### config.mk
export PLATFORM = sky130hd
export DESIGN_NAME = sparc_ifu_parseq_flat
export DESIGN_NICKNAME = d
export VERILOG_FILES = /design/src/rtl/sparc_ifu_parseq_if.sv /design/src/rtl/sparc_ifu_parseq.sv /design/src/flat_wrapper.sv
export SDC_FILE = /design/constraint.sdc
export NUM_CORES = 1
export LEC_CHECK = 0
export ABC_AREA = 1
export CAP_MARGIN = 20
export CORE_MARGIN = 1
export CORE_UTILIZATION = 52
export CTS_BUF_LIST = sky130_fd_sc_hd__clkbuf_4
export DETAILED_ROUTE_END_ITERATION = 10
export PLACE_DENSITY = 0.89
export SLEW_MARGIN = 20
export SYNTH_ARGS = -nofsm -noshare
export SYNTH_HDL_FRONTEND = slang
export SYNTH_SLANG_ARGS = --single-unit
### constraint.sdc
create_clock -name rclk -period 3.2 [get_ports rclk]
set_input_delay 0.48 -clock rclk [delete_from_list [all_inputs] [get_ports rclk]]
set_output_delay 0.48 -clock rclk [all_outputs]
set_load 0.05 [all_outputs]
### src/rtl/sparc_ifu_parseq_if.sv
// Request/slice/result bundle for the IFU parity check sequencer.
// slave: the sequencer side. master: the requesters, slice and result consumer.
interface sparc_ifu_parseq_if #(
  parameter int NCHUNK = 4
);
  logic                   fil_req_vld;
  logic                   fil_req_rdy;
  logic [16*NCHUNK-1:0]   fil_data;
  logic [NCHUNK-1:0]      fil_par;
  logic                   dgn_req_vld;
  logic                   dgn_req_rdy;
  logic [16*NCHUNK-1:0]   dgn_data;
  logic [NCHUNK-1:0]      dgn_par;
  logic [15:0]            par16_in;
  logic                   par16_out;
  logic                   res_vld;
  logic                   res_src;
  logic [NCHUNK-1:0]      res_par;
  logic [NCHUNK-1:0]      res_perr;
  logic                   res_ack;

  modport slave (
    input  fil_req_vld, fil_data, fil_par,
    input  dgn_req_vld, dgn_data, dgn_par,
    input  par16_out, res_ack,
    output fil_req_rdy, dgn_req_rdy, par16_in,
    output res_vld, res_src, res_par, res_perr
  );

  modport master (
    output fil_req_vld, fil_data, fil_par,
    output dgn_req_vld, dgn_data, dgn_par,
    output par16_out, res_ack,
    input  fil_req_rdy, dgn_req_rdy, par16_in,
    input  res_vld, res_src, res_par, res_perr
  );
endinterface

### src/rtl/sparc_ifu_parseq.sv
// IFU parity check sequencer: arbitrates fill and diag requests onto one
// shared 16-bit parity slice, walks the word one chunk per cycle, and holds
// the computed parity / mismatch result until acknowledged.
// Optional feature: define IFU_PARSEQ_ERRINJ_EN to add the errinj input,
// which forces a chunk-0 parity error on the next granted request.
module sparc_ifu_parseq #(
  parameter int NCHUNK   = 4,
  parameter int FAIR_LIM = 2
) (
  input  logic                     rclk,
  input  logic                     arst_l,
`ifdef IFU_PARSEQ_ERRINJ_EN
  input  logic                     errinj,
`endif
  sparc_ifu_parseq_if.slave        bus
);

  localparam int          CW   = (NCHUNK > 1) ? $clog2(NCHUNK) : 1;
  localparam logic [2:0]  FLIM = 3'(FAIR_LIM);
  localparam logic [CW-1:0] LAST = CW'(NCHUNK - 1);

  typedef enum logic [1:0] {IDLE, CALC, DONE} state_e;

  state_e                   state_q, state_d;
  logic [CW-1:0]            cnt_q, cnt_d;
  logic [2:0]               fcnt_q, fcnt_d;
  logic [NCHUNK-1:0][15:0]  data_q;
  logic [NCHUNK-1:0]        spar_q;
  logic [NCHUNK-1:0]        par_q;
  logic [NCHUNK-1:0]        perr_q;
  logic                     src_q;
  logic                     fil_gnt, dgn_gnt, gnt, starve;
  logic [15:0]              slice_op;
  logic                     cap;

  assign starve = (fcnt_q >= FLIM);
  assign gnt    = fil_gnt | dgn_gnt;

  // Arbitration, chunk walk and starvation counter next-state.
  // Grants are gated by arst_l so nothing is offered while reset is held.
  always_comb begin
    state_d  = state_q;
    cnt_d    = cnt_q;
    fcnt_d   = fcnt_q;
    fil_gnt  = 1'b0;
    dgn_gnt  = 1'b0;
    slice_op = 16'h0;
    case (state_q)
      IDLE: begin
        fil_gnt = arst_l & bus.fil_req_vld & ~(bus.dgn_req_vld & starve);
        dgn_gnt = arst_l & bus.dgn_req_vld & ~fil_gnt;
        if (fil_gnt | dgn_gnt) begin
          state_d = CALC;
          cnt_d   = '0;
        end
      end
      CALC: begin
        slice_op = data_q[cnt_q];
        cnt_d    = cnt_q + 1'b1;
        if (cnt_q == LAST) begin
          state_d = DONE;
          cnt_d   = '0;
        end
      end
      DONE: begin
        if (bus.res_ack) state_d = IDLE;
      end
      default: state_d = IDLE;
    endcase
    // A diag that stops waiting or gets served resets the fairness window.
    if (!bus.dgn_req_vld || dgn_gnt) fcnt_d = '0;
    else if (fil_gnt)                fcnt_d = fcnt_q + 3'd1;
  end

  // FSM, chunk counter and fairness counter registers.
  always_ff @(posedge rclk or negedge arst_l) begin
    if (!arst_l) begin
      state_q <= IDLE;
      cnt_q   <= '0;
      fcnt_q  <= '0;
    end else begin
      state_q <= state_d;
      cnt_q   <= cnt_d;
      fcnt_q  <= fcnt_d;
    end
  end

`ifdef IFU_PARSEQ_ERRINJ_EN
  logic inj_arm_q, inj_req_q;

  // Sticky arm flag; the next grant (including one in the same cycle as
  // the pulse) takes it and marks that request for chunk-0 inversion.
  always_ff @(posedge rclk or negedge arst_l) begin
    if (!arst_l) begin
      inj_arm_q <= 1'b0;
      inj_req_q <= 1'b0;
    end else if (gnt) begin
      inj_req_q <= inj_arm_q | errinj;
      inj_arm_q <= 1'b0;
    end else if (errinj) begin
      inj_arm_q <= 1'b1;
    end
  end

  assign cap = bus.par16_out ^ (inj_req_q & (cnt_q == '0));
`else
  assign cap = bus.par16_out;
`endif

  // Request capture on grant, then one parity bit per CALC cycle.
  always_ff @(posedge rclk or negedge arst_l) begin
    if (!arst_l) begin
      data_q <= '0;
      spar_q <= '0;
      src_q  <= 1'b0;
      par_q  <= '0;
      perr_q <= '0;
    end else if (gnt) begin
      data_q <= dgn_gnt ? bus.dgn_data : bus.fil_data;
      spar_q <= dgn_gnt ? bus.dgn_par  : bus.fil_par;
      src_q  <= dgn_gnt;
      par_q  <= '0;
      perr_q <= '0;
    end else if (state_q == CALC) begin
      par_q[cnt_q]  <= cap;
      perr_q[cnt_q] <= cap ^ spar_q[cnt_q];
    end
  end

  assign bus.fil_req_rdy = fil_gnt;
  assign bus.dgn_req_rdy = dgn_gnt;
  assign bus.par16_in    = slice_op;
  assign bus.res_vld     = (state_q == DONE);
  assign bus.res_src     = src_q;
  assign bus.res_par     = par_q;
  assign bus.res_perr    = perr_q;

endmodule

### src/flat_wrapper.sv
// flat-port wrapper written by rule: the top's interface ports become plain ports
module sparc_ifu_parseq_flat 
#(
  parameter int NCHUNK   = 4,
  parameter int FAIR_LIM = 2
)
  (rclk, arst_l, bus_fil_req_vld, bus_fil_data, bus_fil_par, bus_dgn_req_vld, bus_dgn_data, bus_dgn_par, bus_par16_out, bus_res_ack, bus_fil_req_rdy, bus_dgn_req_rdy, bus_par16_in, bus_res_vld, bus_res_src, bus_res_par, bus_res_perr);
  sparc_ifu_parseq_if #(.NCHUNK(NCHUNK)) bus_i ();
  input  logic rclk;
  input  logic arst_l;
  input wire logic [$bits(bus_i.fil_req_vld)-1:0] bus_fil_req_vld;
  input wire logic [$bits(bus_i.fil_data)-1:0] bus_fil_data;
  input wire logic [$bits(bus_i.fil_par)-1:0] bus_fil_par;
  input wire logic [$bits(bus_i.dgn_req_vld)-1:0] bus_dgn_req_vld;
  input wire logic [$bits(bus_i.dgn_data)-1:0] bus_dgn_data;
  input wire logic [$bits(bus_i.dgn_par)-1:0] bus_dgn_par;
  input wire logic [$bits(bus_i.par16_out)-1:0] bus_par16_out;
  input wire logic [$bits(bus_i.res_ack)-1:0] bus_res_ack;
  output wire logic [$bits(bus_i.fil_req_rdy)-1:0] bus_fil_req_rdy;
  output wire logic [$bits(bus_i.dgn_req_rdy)-1:0] bus_dgn_req_rdy;
  output wire logic [$bits(bus_i.par16_in)-1:0] bus_par16_in;
  output wire logic [$bits(bus_i.res_vld)-1:0] bus_res_vld;
  output wire logic [$bits(bus_i.res_src)-1:0] bus_res_src;
  output wire logic [$bits(bus_i.res_par)-1:0] bus_res_par;
  output wire logic [$bits(bus_i.res_perr)-1:0] bus_res_perr;
  assign bus_i.fil_req_vld = bus_fil_req_vld;
  assign bus_i.fil_data = bus_fil_data;
  assign bus_i.fil_par = bus_fil_par;
  assign bus_i.dgn_req_vld = bus_dgn_req_vld;
  assign bus_i.dgn_data = bus_dgn_data;
  assign bus_i.dgn_par = bus_dgn_par;
  assign bus_i.par16_out = bus_par16_out;
  assign bus_i.res_ack = bus_res_ack;
  assign bus_fil_req_rdy = bus_i.fil_req_rdy;
  assign bus_dgn_req_rdy = bus_i.dgn_req_rdy;
  assign bus_par16_in = bus_i.par16_in;
  assign bus_res_vld = bus_i.res_vld;
  assign bus_res_src = bus_i.res_src;
  assign bus_res_par = bus_i.res_par;
  assign bus_res_perr = bus_i.res_perr;
  sparc_ifu_parseq #(.NCHUNK(NCHUNK), .FAIR_LIM(FAIR_LIM)) u_core (.rclk(rclk), .arst_l(arst_l), .bus(bus_i));
endmodule
### After elaboration in Yosys (flattened, before gate mapping)

Index checks and enable logic that the tools add are counted.
W data, S select, Z words.

| operators by class | value |
|---|---|
| mux-type cells | 26 |
| bitwise gates (word level) | 10 |
| equal/unequal tests | 6 |
| $add $sub $neg | 2 |
| magnitude comparators | 3 |
| reduce and logical (&&, ||, !) cells | 9 |

Operator list:

| kind | count |
|---|---|
| $mux W64 | 1 |
| $bmux W16 S2 | 1 |
| $mux W16 | 2 |
| $mux W4 | 5 |
| $mux W2 | 5 |
| $bwmux W4 | 2 |
| $mux W3 | 2 |
| $pmux W2 S3 | 1 |
| $reduce_bool A2 Y1 | 3 |
| $and A1 B1 Y1 | 5 |
| $eq A2 B2 Y1 const B | 2 |
| $mux W1 | 4 |
| $ne A2 B1 Y1 const B | 2 |
| $pmux W2 S2 | 1 |
| $add A3 B1 Y3 const B | 1 |
| $ge A3 B2 Y1 const B | 1 |
| $lt A2 B3 Y1 const B | 1 |
| $reduce_and A3 Y1 | 1 |
| $add A2 B1 Y2 const B | 1 |
| $bmux W1 S2 | 1 |
| $demux W1 S2 | 1 |
| $eq A2 B1 Y1 const B | 1 |
| $ge A2 B1 Y1 const B | 1 |
| $logic_not A2 Y1 | 1 |
| other kinds (8) | 10 |

| storage, ports and cells | value |
|---|---|
| logic and storage cells | 67 |
| input bits | 142 |
| output and inout bits | 28 |
| bits in registers | 84 |

### Depth between registers and ports, before layout

Gate-level depths: netlist of run 1.

| depth | value |
|---|---|
| depth after elaboration | 9 |
| gate-level depth with buffers | 11 |
| mapped depth without buffers | 10 |

### Least setup slack after synthesis of run 1

Ideal clock, no wire load.

| path | value |
|---|---|
| kind | reg-to-output |
| start point | register u_core.cnt_q[1] |
| end point | output bus_par16_in[10] |
| data arrival time | 1,872 ps |
| data required time | 2,720 ps |
| stages on the path, launching flop included | 7 |
| path slack | 848 ps |
| path buffers | 2 |
| cell sequence | dfrtp_1 > buf_2 > clkinv_1 > buf_2 > nor2_1 > o21ai_0 > a21oi_1 |

| on the way | value |
|---|---|
| word-level cells in the longest chain between the ends | 3 |

RTL lines:

| item | line | text |
|---|---|---|
| start: declaration | sparc_ifu_parseq.sv:25 | `logic [CW-1:0] cnt_q, cnt_d;` |
| start signal: assignment | sparc_ifu_parseq.sv:83 | `cnt_q <= cnt_d;` |
| $bmux W16 S2 | sparc_ifu_parseq.sv:58 | `slice_op = data_q[cnt_q];` |
| $mux W16 (implied by the code) | sparc_ifu_parseq.sv:58 |  |
| $mux W16 | sparc_ifu_parseq.sv:48 | `case (state_q)` |
| end: declaration | flat_wrapper.sv:21 | `output wire logic [$bits(bus_i.par16_in)-1:0] bus_par16_in;` |

Every way passes these cells. The select of a mux whose other input is x is not followed.

### Worst setup path after layout of run 1

| path | value |
|---|---|
| start point | register u_core.cnt_q[0] |
| end point | output bus_par16_in[12] |

Same word-level chain as after synthesis.

==> metrics, run 1 <==
outcome=finished, final reports clean; number of clock buffers inserted by TritonCTS=9; Core Region=9819 um^2; share of the clock period used by the worst path=0.8724; Total Negative Setup Slacks=0 ns; Crit path max-delay family=buffers and inverters; DIE WIDTH=102.7 um; maximum number of buffers from clock root to sink=2; ordered list of cells on the worst path=clkinv_1 > buf_4 > o21ai_0 > a21oi_1 > buf_4; number of buffer cells added on primary ports=169; cell with the largest stage delay on the worst path=clkinv_1; vias per std cell=4.929; most repeated library cell on the critical path=buf_4; half-perimeter wire length after detailed placement=10,400 um; clk_lat worst skew=0.41 ns; Slew HR=0.5023; antenna diode count=0; starting utilization of the core area=0.5371; maximum clock rate=358.2 MHz; number of storage elements in the synthesis netlist=84; Filler Cell Count=842; slew at the pin with the worst max-slew slack=0.7466 ns; via count of the first global-routing pass=4,920; Cells after Synth=823; Bufs and invs on worst path=3; largest stage delay on the critical path=0.48 ns; final hold violation count=0; Critical Path Source=u_core.cnt_q[0]; leading cell types by total area after synthesis=dfrtp_1, nand2_1, nand3_1; Crit Reg-Reg Startpoint=u_core.cnt_q[0]; count of buffers added by post-CTS timing repair for setup=0; Min Clock Period, post-route=2.792 ns; power density of the placed cells=777.8 nW/um^2; Post-DRT Antenna Nets=0; number of H-tree levels=3; Post-layout nets=1,115; share of final-layout standard cells stronger than drive strength 1=0.05556; worst setup path category=reg -> out; share of the synthesized area in the top cell type=0.3986; count of different cell masters after synthesis=18; wire per inst=12.83 um; vertical die dimension=102.7 um; critical path peak fanout=25; PostCTS Resize Cnt=0; number of DRC violations after detailed routing=0; first-pass GRT wire length=22,800 um; area grow syn2layout=34.54%; Post-Syn Nets=971; via total after detailed routing=5,447; RSZ-0062 raised after global routing=no; Die Outline Area=10,550 um^2; clock net sink count=84; type of origin of the critical path=flip-flop; final setup fails=0; detailed-routing iteration count for the pre-antenna-repair pass=5; Slew Viols, Final=0; area of the mapped netlist=5274 um^2; gp weighted congestion=0.8802; maxcap violations=0; clock transition at the registers of the reported paths=0.14 ns; Required @ worst endpoint=2.72 ns; site row count=36; grt total ovfl=0; total global-route track usage=0.2779; Worst VDD drop=385.8 uV; PnR Total Power=5519 uW; data arrival time at the worst-slack endpoint=2.31 ns; capturing element type of the critical path=output pin; library cell used as clock root buffer=clkbuf_4; clock tree from TritonCTS=yes; classification of the worst-slack hold path=in -> async; cts-stage hold buffer count=0; Worst Skew=0.01854 ns; number of DRC markers after the initial detailed-route iteration=281; detailed-route wire length=14,170 um; largest net degree at the start of global routing=74; YS warnings=0; leakage dissipation=0.003923 uW; post-synthesis area per instance=6.408 um^2; antenna violations before repair=0; sequential element share of the synthesized area=0.3986; number of top-level design ports=170; Yosys top cell by area=dfrtp_1
-- path summary, 6_finish.rpt --
kind | to | slack (ns) | cells after the start
min in group rclk | u_core.fcnt_q[2] | 0.47 | 5
worst min register to register | u_core.data_q[56] | 0.49 | 2
worst max register to register | u_core.bus.res_par[0] | 1.31 | 8
worst min-delay path | u_core.fcnt_q[1] | 0.13 | 2
worst max-delay path | bus_par16_in[12] | 0.41 | 5
max in group asynchronous | u_core.data_q[33] | 2.09 | 3
-- synthesized netlist by cell type --
master and number:
nand2_1 241, inv_1 156, nand3_1 141, dfrtp_1 84, nor2_1 70, o21ai_0 42, buf_2 30, a21oi_1 22
clkbuf_1 13, ha_1 6, buf_4 4, nand3b_1 4, clkinv_1 3, inv_2 3, buf_6 1, nor2_2 1
nor2_4 1, o31ai_1 1
-- report_power, final --
part           internal [uW]  switching, uW  leakage, uW
Combinational           1050           2110      0.00281
Sequential              1540            300      0.00105
Clock                    173            343    0.0000603
-- sequential cells by signal, summed over array words and instances (netlist names) --
register	cells
u_core.bus.res_perr	4
u_core.data_q	64
u_core.fcnt_q	3
u_core.state_q	2
u_core.bus.res_src	1
u_core.bus.res_par	4
u_core.cnt_q	2
u_core.spar_q	4
-- cells in the final DEF, fill, tap and decap left out --
| cell type | netlist | routed |
|---|---|---|
| nand2_1 | 241 | 239 |
| inv_1 | 156 | 156 |
| clkdlybuf4s50_1 | 0 | 150 |
| nand3_1 | 141 | 141 |
| dfrtp_1 | 84 | 84 |
| nor2_1 | 70 | 69 |
| o21ai_0 | 42 | 42 |
| buf_4 | 4 | 28 |
| a21oi_1 | 22 | 22 |
| clkbuf_4 | 0 | 11 |
| ha_1 | 6 | 6 |
| clkinv_1 | 3 | 4 |
| nand3b_1 | 4 | 4 |
| inv_2 | 3 | 3 |
| buf_12 | 0 | 3 |
| nand2_2 | 0 | 2 |
| nor2_4 | 1 | 2 |
| clkinv_2 | 0 | 2 |
| clkinvlp_4 | 0 | 2 |
| nor2_2 | 1 | 1 |
| o31ai_1 | 1 | 1 |
-- through the flow --
step	instance area (um^2)	setup WS [ns]	hold WS, ns	util	std cells
2_1_floorplan	5274	0.8482	0.1844	-	823
3_3_place_gp	6984	0.8321	0.4568	0.7113	1089
3_5_place_dp	6984	0.7899	0.4602	0.7113	1089
4_1_cts	7096	0.4166	0.1367	0.7226	1105
5_1_grt	7096	0.2612	0.1403	0.7226	1105
6_report	7096	0.4083	0.1288	0.7226	1105
-- cells by family after synthesis --
kind of cell,count (synthesis),synth area share
fa+ha+maj,6,0.01423
buf+inv,210,0.1609
simple gates,458,0.3642
compound gates,65,0.06216
flops,84,0.3986
-- metal layers --
| metal | GRT usage | routed length [um] | vias to the layer above |
|---|---|---|---|
| met3 | 0.03322 | 708 | 23 |
| met5 | 0 | 0 | - |
| met2 | 0.4697 | 6892 | 172 |
| met4 | 0.1000 | 322 | 0 |
| met1 | 0.3683 | 6249 | 2474 |
| li1 | - | - | 2778 |
-- area by class of cell --
| type | instances | area, um^2 | area share |
|---|---|---|---|
| Multi-Input combinational cell | 529 | 2336 | 0.3292 |
| Sequential cell | 84 | 2102 | 0.2962 |
| Inverter | 162 | 608.1 | 0.08570 |
| Timing Repair Buffer | 181 | 1772 | 0.2497 |
| Clock inverter | 5 | 28.78 | 0.004056 |
| Clock buffer | 11 | 82.58 | 0.01164 |
| Tap cell | 133 | 166.4 | 0.02345 |
(Power assumes the default switching activity.)
==> run 2: changes to the inputs <==
--- a/config.mk
+++ b/config.mk
@@ -11,6 +11,7 @@
 export CORE_UTILIZATION = 52
 export CTS_BUF_LIST = sky130_fd_sc_hd__clkbuf_4
 export DETAILED_ROUTE_END_ITERATION = 10
+export HOLD_SLACK_MARGIN = 0.03
 export PLACE_DENSITY = 0.89
 export SLEW_MARGIN = 20
 export SYNTH_ARGS = -nofsm -noshare
==> results of run 2 <==
Final layout, timing and power as in run 1 (identical DEF).
